==> src/rtl/addsub_pkg.sv <==
// ----------------------------------------------------------------------------
// addsub_pkg
//   Shared types and constants for the addsub32 sharing arbiter.
//   - ADDSUB_W : datapath width of the shared adder/subtractor.
//   - ID_MAX_W : widest requester id carried in a response (NREQ <= 8).
//   - arb_state_t : sequencer states (idle / settle / respond).
//   - rsp_t : captured result, packed so downstream logic can reuse it.
// ----------------------------------------------------------------------------
package addsub_pkg;

  localparam int ADDSUB_W = 32;
  localparam int ID_MAX_W = 3;

  typedef enum logic [1:0] {
    S_IDLE,
    S_SETTLE,
    S_RESP
  } arb_state_t;

  typedef struct packed {
    logic [ADDSUB_W-1:0] sum;
    logic                cout;
    logic                v;
    logic [ID_MAX_W-1:0] id;
  } rsp_t;

endpackage

==> src/rtl/addsub32_arbiter_if.sv <==
// ----------------------------------------------------------------------------
// addsub32_arbiter_if
//   Request/response bundle between NREQ clients and the arbiter.
//   Request side  : req_valid/req_ready handshake per requester, operands
//                   req_a/req_b (slice i = requester i), req_sub (1 = A-B).
//   Response side : rsp_valid/rsp_ready handshake, rsp_id, rsp_sum,
//                   rsp_cout, rsp_v.
//   master : the client side (drives requests, accepts responses).
//   slave  : the arbiter side.
// ----------------------------------------------------------------------------
interface addsub32_arbiter_if
  import addsub_pkg::*;
#(
  parameter int NREQ = 4
);

  localparam int IDW = $clog2(NREQ);

  logic [NREQ-1:0]          req_valid;
  logic [NREQ-1:0]          req_ready;
  logic [NREQ*ADDSUB_W-1:0] req_a;
  logic [NREQ*ADDSUB_W-1:0] req_b;
  logic [NREQ-1:0]          req_sub;

  logic                     rsp_valid;
  logic                     rsp_ready;
  logic [IDW-1:0]           rsp_id;
  logic [ADDSUB_W-1:0]      rsp_sum;
  logic                     rsp_cout;
  logic                     rsp_v;

  modport master (
    output req_valid, req_a, req_b, req_sub, rsp_ready,
    input  req_ready, rsp_valid, rsp_id, rsp_sum, rsp_cout, rsp_v
  );

  modport slave (
    input  req_valid, req_a, req_b, req_sub, rsp_ready,
    output req_ready, rsp_valid, rsp_id, rsp_sum, rsp_cout, rsp_v
  );

endinterface

==> src/rtl/addsub32.sv <==
// ----------------------------------------------------------------------------
// addsub32
//   Ripple-carry adder/subtractor, purely combinational.
//   a, b : operands      sub : 1 = a - b (a + ~b + 1), 0 = a + b
//   ans  : result        cout : carry out of bit 31
//   v    : signed overflow (carry into bit 31 XOR carry out of bit 31)
// ----------------------------------------------------------------------------
module addsub32
  import addsub_pkg::*;
(
  input  logic [ADDSUB_W-1:0] a,
  input  logic [ADDSUB_W-1:0] b,
  input  logic                sub,
  output logic [ADDSUB_W-1:0] ans,
  output logic                cout,
  output logic                v
);

  logic [ADDSUB_W:0]   c;
  logic [ADDSUB_W-1:0] bx;

  always_comb begin
    // NOTE: every variable gets a value before any branch or loop touches it,
    // so no path leaves it unassigned and no latch is inferred.
    bx   = b ^ {ADDSUB_W{sub}};
    c    = '0;
    ans  = '0;
    c[0] = sub;
    for (int i = 0; i < ADDSUB_W; i++) begin
      ans[i]   = a[i] ^ bx[i] ^ c[i];
      c[i+1]   = (a[i] & bx[i]) | (c[i] & (a[i] ^ bx[i]));
    end
  end

  assign cout = c[ADDSUB_W];
  assign v    = c[ADDSUB_W] ^ c[ADDSUB_W-1];

endmodule

==> src/rtl/rr_pick.sv <==
// ----------------------------------------------------------------------------
// rr_pick
//   Round-robin winner selection: first set bit of `valid` at or after `ptr`,
//   wrapping NREQ-1 -> 0.
//   valid : request vector       ptr : highest-priority index this round
//   grant : one-hot winner       idx : winner index
//   any   : at least one request present
// ----------------------------------------------------------------------------
module rr_pick #(
  parameter int NREQ = 4
) (
  input  logic [NREQ-1:0]         valid,
  input  logic [$clog2(NREQ)-1:0] ptr,
  output logic [NREQ-1:0]         grant,
  output logic [$clog2(NREQ)-1:0] idx,
  output logic                    any
);

  localparam int IDW = $clog2(NREQ);

  logic [IDW-1:0] cand;

  // Walk offsets from farthest to nearest so the nearest valid index after
  // ptr is the last one written and therefore wins.
  always_comb begin
    idx   = '0;
    any   = 1'b0;
    cand  = '0;
    grant = '0;
    for (int off = NREQ - 1; off >= 0; off--) begin
      cand = IDW'((int'(ptr) + off) % NREQ);
      if (valid[cand]) begin
        idx = cand;
        any = 1'b1;
      end
    end
    if (any) grant[idx] = 1'b1;
  end

endmodule

==> src/rtl/addsub32_arbiter.sv <==
// ----------------------------------------------------------------------------
// addsub32_arbiter
//   Shares one addsub32 among NREQ requesters. One request is granted at a
//   time; its operands are registered so the ripple path sees stable inputs,
//   the result is captured SETTLE cycles after the grant and presented on a
//   valid/ready response port tagged with the requester id.
//   clk   : rising-edge clock
//   rst_n : asynchronous active-low reset
//   bus   : request/response bundle (slave side)
//   NREQ  : requesters, 2..8     SETTLE : grant-to-capture cycles, >= 1
// ----------------------------------------------------------------------------
module addsub32_arbiter
  import addsub_pkg::*;
#(
  parameter int NREQ   = 4,
  parameter int SETTLE = 2
) (
  input  logic               clk,
  input  logic               rst_n,
  addsub32_arbiter_if.slave  bus
);

  localparam int IDW = $clog2(NREQ);
  localparam int CW  = (SETTLE > 1) ? $clog2(SETTLE) : 1;

  arb_state_t          state_q, state_d;
  logic [IDW-1:0]      rr_ptr_q;
  logic [IDW-1:0]      cur_id_q;
  logic [CW-1:0]       cnt_q;
  logic [ADDSUB_W-1:0] op_a_q, op_b_q;
  logic                op_sub_q;
  rsp_t                rsp_q;
  logic                rsp_valid_q;

  logic [NREQ-1:0]     win_onehot;
  logic [IDW-1:0]      win_idx;
  logic                win_any;

  logic [ADDSUB_W-1:0] add_ans;
  logic                add_cout, add_v;

  logic                do_grant, do_capture, do_accept;

  rr_pick #(.NREQ(NREQ)) u_rr_pick (
    .valid (bus.req_valid),
    .ptr   (rr_ptr_q),
    .grant (win_onehot),
    .idx   (win_idx),
    .any   (win_any)
  );

  addsub32 u_addsub32 (
    .a    (op_a_q),
    .b    (op_b_q),
    .sub  (op_sub_q),
    .ans  (add_ans),
    .cout (add_cout),
    .v    (add_v)
  );

  // Next-state and handshake decode. req_ready is additionally gated by
  // rst_n so no requester sees an accept while the block is held in reset.
  always_comb begin
    state_d       = state_q;
    do_grant      = 1'b0;
    do_capture    = 1'b0;
    do_accept     = 1'b0;
    bus.req_ready = '0;
    case (state_q)
      S_IDLE: begin
        if (win_any && rst_n) begin
          do_grant      = 1'b1;
          bus.req_ready = win_onehot;
          state_d       = S_SETTLE;
        end
      end
      S_SETTLE: begin
        if (cnt_q == '0) begin
          do_capture = 1'b1;
          state_d    = S_RESP;
        end
      end
      S_RESP: begin
        if (rsp_valid_q && bus.rsp_ready) begin
          do_accept = 1'b1;
          state_d   = S_IDLE;
        end
      end
      default: state_d = S_IDLE;
    endcase
  end

  always_ff @(posedge clk or negedge rst_n) begin
    // NOTE: state elements update with non-blocking assignments so every
    // register samples pre-edge values regardless of statement order.
    if (!rst_n) state_q <= S_IDLE;
    else        state_q <= state_d;
  end

  always_ff @(posedge clk or negedge rst_n) begin
    if (!rst_n) begin
      rr_ptr_q    <= '0;
      cur_id_q    <= '0;
      cnt_q       <= '0;
      op_a_q      <= '0;
      op_b_q      <= '0;
      op_sub_q    <= 1'b0;
      rsp_q       <= '0;
      rsp_valid_q <= 1'b0;
    end else begin
      // Operands change only on a grant, so they stay frozen from the grant
      // edge until the response has been taken.
      if (do_grant) begin
        op_a_q   <= bus.req_a[int'(win_idx) * ADDSUB_W +: ADDSUB_W];
        op_b_q   <= bus.req_b[int'(win_idx) * ADDSUB_W +: ADDSUB_W];
        op_sub_q <= bus.req_sub[win_idx];
        cur_id_q <= win_idx;
        cnt_q    <= CW'(SETTLE - 1);
      end

      if (state_q == S_SETTLE && cnt_q != '0) cnt_q <= cnt_q - 1'b1;

      if (do_capture) begin
        rsp_q.sum   <= add_ans;
        rsp_q.cout  <= add_cout;
        rsp_q.v     <= add_v;
        rsp_q.id    <= ID_MAX_W'(cur_id_q);
        rsp_valid_q <= 1'b1;
      end

      // The pointer moves only past the index actually served.
      if (do_accept) begin
        rsp_valid_q <= 1'b0;
        rr_ptr_q    <= (cur_id_q == IDW'(NREQ - 1)) ? '0 : cur_id_q + 1'b1;
      end
    end
  end

  assign bus.rsp_valid = rsp_valid_q;
  assign bus.rsp_sum   = rsp_q.sum;
  assign bus.rsp_cout  = rsp_q.cout;
  assign bus.rsp_v     = rsp_q.v;
  assign bus.rsp_id    = rsp_q.id[IDW-1:0];

endmodule

==> src/flat_wrapper.sv <==
// flat-port wrapper written by rule: the top's interface ports become plain ports
module addsub32_arbiter_flat import addsub_pkg::*;
#(
  parameter int NREQ   = 4,
  parameter int SETTLE = 2
)
  (clk, rst_n, bus_req_valid, bus_req_a, bus_req_b, bus_req_sub, bus_rsp_ready, bus_req_ready, bus_rsp_valid, bus_rsp_id, bus_rsp_sum, bus_rsp_cout, bus_rsp_v);
  addsub32_arbiter_if #(.NREQ(NREQ)) bus_i ();
  input  logic clk;
  input  logic rst_n;
  input wire logic [$bits(bus_i.req_valid)-1:0] bus_req_valid;
  input wire logic [$bits(bus_i.req_a)-1:0] bus_req_a;
  input wire logic [$bits(bus_i.req_b)-1:0] bus_req_b;
  input wire logic [$bits(bus_i.req_sub)-1:0] bus_req_sub;
  input wire logic [$bits(bus_i.rsp_ready)-1:0] bus_rsp_ready;
  output wire logic [$bits(bus_i.req_ready)-1:0] bus_req_ready;
  output wire logic [$bits(bus_i.rsp_valid)-1:0] bus_rsp_valid;
  output wire logic [$bits(bus_i.rsp_id)-1:0] bus_rsp_id;
  output wire logic [$bits(bus_i.rsp_sum)-1:0] bus_rsp_sum;
  output wire logic [$bits(bus_i.rsp_cout)-1:0] bus_rsp_cout;
  output wire logic [$bits(bus_i.rsp_v)-1:0] bus_rsp_v;
  assign bus_i.req_valid = bus_req_valid;
  assign bus_i.req_a = bus_req_a;
  assign bus_i.req_b = bus_req_b;
  assign bus_i.req_sub = bus_req_sub;
  assign bus_i.rsp_ready = bus_rsp_ready;
  assign bus_req_ready = bus_i.req_ready;
  assign bus_rsp_valid = bus_i.rsp_valid;
  assign bus_rsp_id = bus_i.rsp_id;
  assign bus_rsp_sum = bus_i.rsp_sum;
  assign bus_rsp_cout = bus_i.rsp_cout;
  assign bus_rsp_v = bus_i.rsp_v;
  addsub32_arbiter #(.NREQ(NREQ), .SETTLE(SETTLE)) u_core (.clk(clk), .rst_n(rst_n), .bus(bus_i));
endmodule
==> config.mk <==
export PLATFORM = sky130hd
export DESIGN_NAME = addsub32_arbiter_flat
export DESIGN_NICKNAME = d
export VERILOG_FILES = /design/src/rtl/addsub_pkg.sv /design/src/rtl/addsub32_arbiter_if.sv /design/src/rtl/addsub32.sv /design/src/rtl/rr_pick.sv /design/src/rtl/addsub32_arbiter.sv /design/src/flat_wrapper.sv
export SDC_FILE = /design/constraint.sdc
export NUM_CORES = 1
export LEC_CHECK = 0
export ABC_CLOCK_PERIOD_IN_PS = 12550
export CAP_MARGIN = 25
export CORE_MARGIN = 3
export CORE_UTILIZATION = 35
export DETAILED_ROUTE_END_ITERATION = 16
export GPL_TIMING_DRIVEN = 1
export PLACE_DENSITY = 0.71
export REMOVE_ABC_BUFFERS = 1
export SLEW_MARGIN = 20
export SYNTH_ARGS = -nofsm -noshare
export SYNTH_HDL_FRONTEND = slang
export SYNTH_HIERARCHICAL = 1
export SYNTH_SLANG_ARGS = --single-unit
==> constraint.sdc <==
create_clock -name clk -period 12.55 [get_ports clk]
set_clock_uncertainty 0.15 [all_clocks]
set_input_delay 3.765 -clock clk [delete_from_list [all_inputs] [get_ports clk]]
set_output_delay 3.765 -clock clk [all_outputs]
set_load 0.02 [all_outputs]
# Yosys cells after proc, flatten, opt, wreduce, memory -nomap -nowiden

Index checks and enable logic that the tools add are counted.

Add/sub/neg operators: 5
Magnitude comparators: 6
Equal/unequal tests: 6
Shift operators: 2
Mux-type cells: 38
Bitwise gates (word level): 162
Reductions and logical operators: 8

Operators by type and width:

| operator              | number |
|---|---|
| $shiftx A128 B8 Y32   | 2 |
| $xor A1 B1 Y1         | 65 |
| $and A1 B1 Y1         | 64 |
| $or A1 B1 Y1          | 32 |
| $xor A32 B32 Y32      | 1 |
| $mux W1               | 20 |
| $mux W2               | 8 |
| $lt A2 B3 Y1 const B  | 5 |
| $mux W4               | 3 |
| $bmux W1 S2           | 5 |
| $pmux W2 S3           | 1 |
| $add A2 B1 Y2 const B | 2 |
| $add A2 B2 Y2 const B | 2 |
| $eq A2 B2 Y1 const B  | 2 |
| $logic_and A1 B1 Y1   | 4 |
| $ne A2 B1 Y1 const B  | 2 |
| $reduce_bool A2 Y1    | 2 |
| $reduce_and A3 Y1     | 1 |
| $demux W1 S2          | 1 |
| $eq A2 B1 Y1 const B  | 1 |
| $ge A2 B1 Y1 const B  | 1 |
| $logic_not A2 Y1      | 1 |
| $ne A2 B2 Y1 const B  | 1 |
| $sub A1 B1 Y1 const B | 1 |

Bits in registers: 109
Input port bits: 267
Output and inout port bits: 41
Logic and storage cells: 239

# Logic depth before layout (Yosys ltp)

Depth in word-level cells: 67
Depth in mapped cells: 39
Mapped depth without buffers: 37

# Modules after synthesis

The synthesis kept the hierarchy.

By module, submodules not included:

| module           | instances | cells each | area each (um^2) | seq. area each (um^2) |
|---|---|---|---|---|
| addsub32_arbiter | 1         | 322        | 5651.7           | 2727.6 |
| addsub32         | 1         | 130        | 1224.9           | 0.0 |
| rr_pick          | 1         | 28         | 176.4            | 0.0 |

# Least setup slack after synthesis

OpenSTA, ideal clock, no wires.

Path type: reg2reg
Start point: register u_core.op_sub_q
End point: register u_core.rsp_q (netlist bit u_core/bus.rsp_sum[31])
Setup time: 0.125 ns
Data arrival time: 12.810 ns
Data required time: 12.275 ns
Slack: -0.535 ns
Cell stages (with the launch flop): 39
Buffers on the path: 2
Path through: dfrtp_1 buf_6 buf_12 xnor2_1 fa_1 fa_1 fa_1 fa_1 fa_1 fa_1 fa_1 fa_1 fa_1 fa_1 fa_1 fa_1 fa_1 fa_1 (+3 left out) inv_1 fa_1 fa_1 fa_1 fa_1 fa_1 fa_1 fa_1 fa_1 fa_1 fa_1 fa_1 fa_1 fa_1 fa_1 inv_1 fa_1 mux2_2

Longest elaborated chain between the ends: 65
Elaborated cells between the ends (all ways): 127
Classes of those cells: bitwise: 127

Ends and longest elaborated chain:

| item                         | RTL line                | source |
|---|---|---|
| from (decl)                  | addsub32_arbiter.sv:31  | `logic op_sub_q;` |
| from (signal assigned)       | addsub32_arbiter.sv:116 | `op_sub_q <= bus.req_sub[win_idx];` |
| $xor A32 B32 Y32             | addsub32.sv:25          | `bx = b ^ {ADDSUB_W{sub}};` |
| $xor A1 B1 Y1                | addsub32.sv:31          | `c[i+1] = (a[i] & bx[i]) \| (c[i] & (a[i] ^ bx[i]));` |
| $and A1 B1 Y1                | addsub32.sv:31          |  |
| $or A1 B1 Y1                 | addsub32.sv:31          |  |
| $and A1 B1 Y1                | addsub32.sv:31          |  |
| $or A1 B1 Y1                 | addsub32.sv:31          |  |
| $and A1 B1 Y1                | addsub32.sv:31          |  |
| $or A1 B1 Y1                 | addsub32.sv:31          |  |
| (+50 left out)               | --                      |  |
| $and A1 B1 Y1                | addsub32.sv:31          |  |
| $or A1 B1 Y1                 | addsub32.sv:31          |  |
| $and A1 B1 Y1                | addsub32.sv:31          |  |
| $or A1 B1 Y1                 | addsub32.sv:31          |  |
| $and A1 B1 Y1                | addsub32.sv:31          |  |
| $or A1 B1 Y1                 | addsub32.sv:31          |  |
| $xor A1 B1 Y1 (*)            | addsub32.sv:30          | `ans[i] = a[i] ^ bx[i] ^ c[i];` |
| named net u_core.add_ans[31] | addsub32_arbiter.sv:39  | `logic [ADDSUB_W-1:0] add_ans;` |
| to (decl)                    | addsub32_arbiter.sv:32  | `rsp_t rsp_q;` |

The timed path passes the listed nets; every way through them passes the cells marked *.
A chain may end at the register's enable or synchronous reset.

# Worst setup path in the final report

Ends and elaborated chain as after synthesis.

==> impl_metrics.toml <==
[run_status]
outcome = "finished, final reports clean"

[clocking]
cts_tree = "built"
clock_path_buffers = 2
cts_buffers = 9
clkSlewWorstSetupHoldPaths_ps = 70
hold_buffers = 0
clock_latency_ps = 350
clkSinkCount = 109
htree_levels = 3
clock-root-buffer = "clkbuf_16"

[logic_synthesis]
syn_area_per_cell_um2 = 14.7
yosysWarnings = 6
yosysSeqAreaShare_pct = 38.7
synthFlopType = "dfrtp_1"
ys_ff_latch = 109
synthTopCellsByCount = "dfrtp_1, mux2_2, inv_1, mux4_2, fa_1"
synthCells = 480
synth_largest_area_cell = "dfrtp_1"
ys_types = 38
synth_edf_count = 0
yosysMostFrequentCell = "dfrtp_1"
synth_area_leaders = "dfrtp_1, mux4_2, mux2_2, fa_1, xnor2_1"
async_reset_ff_share_pct = 100
syn_area_um2 = 7050
yosysTopAreaCellShare_pct = 38.7

[pwr]
p_leak_nw = 4.22
power_density_nw_per_um2 = 242
p_clk_share_pct = 11.0
vdd.ir_drop.worst_v = 0.0000943
intPower_mw = 1.61
netSwitchingFraction_pct = 38.1
switchingPower_mw = 0.987
total_power_mw = 2.59
comb_power_share_pct = 63.7
sequentialPowerShare_pct = 25.3

[routing]
drt-initial-drc-count = 119
avgViaCountPerCell = 4.76
firstDrtPassIters = 6
drc_errors = 0
wirelength_um = 18200
antenna_left = 0
wl_per_cell_um = 17.4
dr_total_vias = 4989

[worst_setup_path]
reg2reg_to = "u_core/bus.rsp_sum[31]"
startpoint_type = "flip-flop"
cp_max_fo = 3
worst_path_max_delay_cell = "dfrtp_2"
r2r.worst_path.cells = 36
crit_top_cell = "fa_2"
rrSetupSlack_ps = 340
reg2reg_from = "u_core/op_sub_q"
critical_path_class = "flip-flop to flip-flop"
endpoint_kind = "flip-flop"
cp.arrival_ps = 12300
critPathMaxStageDelay_ps = 430
worstPathRequired_ps = 12640

[die]
die_area_um2 = 21900
fp.coreArea_um2 = 19700
dieWidth_um = 148
initial_utilization_pct = 35.9
io_pins = 308
placementRows = 51
fp.dieH_um = 148

[job]
max_cap_violations = 0

[timing]
fin_setup_tns_ps = 0
finalHoldViolations = 0
worst_pin_slew_ps = 926
maxSlewViolCount = 0
worst_slack_ps = 337
fin_crit_sh_pct = 97.3
whs_ps = 357
rsz0062_at_grt = "false"
max_slew_margin_pct = 38.3
fmax_mhz = 81.9
min_period_ps = 12210
finalSetupViolCount = 0

[global_routing]
grt_overflow_total = 0
grt_start_max_net_pins = 70
grt_usage_pct = 16.9
grt_pass1_wl_um = 29100
antenna_found_initial = 0
grt_pass1_vias = 5714

[finish]
multiInputGateArea_um2 = 3950
areaGrowthSynthToFinish_pct = 51.8
seq_area_um2 = 2730
final_nets = 1077
n_fill_cell = 1682
layout-drive-gt1-share_pct = 30.0
n_antenna_cell = 0

[place]
dp_hpwl_um = 14500
dp_slack_ps = -1000
port_buffers = 307
gp_congestion = 0.768

[worst_hold_path]
hold_class = "flip-flop to flip-flop"
min_path_cells = 1
hold_path_end = "u_core/bus.rsp_sum[1]"
min-delay-start = "u_core/bus.rsp_sum[1]"
## critical path, delay by kind of cell, from the launching register on
| family | cells | cell delay [ps] |
|---|---|---|
| fa+ha+maj | 31 | 10880 |
| xor+xnor | 1 | 160 |
| buf+inv | 3 | 210 |
| flops | 1 | 430 |
| mux | 1 | 270 |
## power groups by stage
stage / clock network [mW] / logic (mW) / registers, mW
after floorplan: 0 / 1.07 / 0.729
after global placement: 0 / 1.57 / 0.654
after detailed placement: 0 / 1.64 / 0.666
after CTS: 0.298 / 1.68 / 0.659
after global routing: 0.311 / 1.86 / 0.681
final: 0.286 / 1.65 / 0.655
## sequential cells by signal, summed over array words and instances, names as in the netlist
register              count
u_core/bus.rsp_cout       1
u_core/state_q            2
u_core/rr_ptr_q           2
u_core/bus.rsp_sum       32
u_core/cnt_q              1
u_core/op_b_q            32
u_core/cur_id_q           2
u_core/bus.rsp_id         2
u_core/op_a_q            32
u_core/bus.rsp_v          1
u_core/bus.rsp_valid      1
u_core/op_sub_q           1
## per-layer routing
layer | GRT usage, % | up-vias | routed length, um
met2 | 30.8 | 180 | 9760
met1 | 19.7 | 2486 | 6820
li1 | - | 2303 | -
met5 | 0 | - | 0
met3 | 4.38 | 20 | 1370
met4 | 4.53 | 0 | 238
## final cells by class
class | instances | share of cell area [%]
inverters | 65 | 2.28
clock inverters | 6 | 0.584
repair buffers | 318 | 29.4
well taps | 265 | 3.10
flip-flops and latches | 109 | 25.5
clock buffers | 10 | 2.23
multi-input cells | 275 | 36.9
## per-stage QoR
stage / area [um2] / instances / utilization (%)
3_3_place_gp: 10300 / 1032 / 52.6
4_1_cts: 10700 / 1048 / 54.4
6_report: 10700 / 1048 / 54.5
2_1_floorplan: 6830 / 449 / -
3_5_place_dp: 10300 / 1032 / 52.6
5_1_grt: 10700 / 1048 / 54.5
## cells by family after synthesis
logic type	count (synthesis)	share of synthesized area, %
and+or+nand+nor	24	2.15
DFF	109	38.7
adders and majority gates	32	8.98
muxes	171	37.7
AOI/OAI and AO/OA	15	1.54
buffers and inverters	96	6.69
xor gates and xnor gates	33	4.31
## timing repair
item                                   CTS  global route
resized for setup                       21             5
setup endpoints to repair                5             2
buffers inserted                         0             0
endpoints found under the hold margin    0             0
pin swaps                                0             0
## cell usage in the layout, fill, tap and decap left out, types with 2 or more instances in the layout
cell type / n
mux4_2: 65
xnor2_2: 2
dfrtp_1: 108
and2_1: 4
fa_2: 26
inv_1: 65
fa_1: 5
clkinvlp_4: 3
clkinv_2: 2
a21oi_1: 2
xnor2_1: 28
clkbuf_16: 9
o21ai_0: 4
nand2b_1: 2
nor2_1: 5
mux2_2: 105
nor3_1: 3
buf_4: 12
clkdlybuf4s50_1: 306
a21o_1: 2
xor2_1: 3
## worst max path at each step
stage                startpoint                      to  slack (ps)  depth (start not counted)
2_1_floorplan  bus_req_valid[0]        bus_req_ready[0]       -2480                          3
4_1_cts         u_core/op_sub_q  u_core/bus.rsp_sum[31]          40                         36
3_5_place_dp    u_core/op_sub_q  u_core/bus.rsp_sum[31]       -1000                         36
5_1_grt         u_core/op_sub_q  u_core/bus.rsp_sum[31]          20                         36
3_3_place_gp    u_core/op_sub_q  u_core/bus.rsp_sum[31]        -800                         36
6_report        u_core/op_sub_q  u_core/bus.rsp_sum[31]         340                         36
No activity file was read; power rests on OpenSTA's default activity.
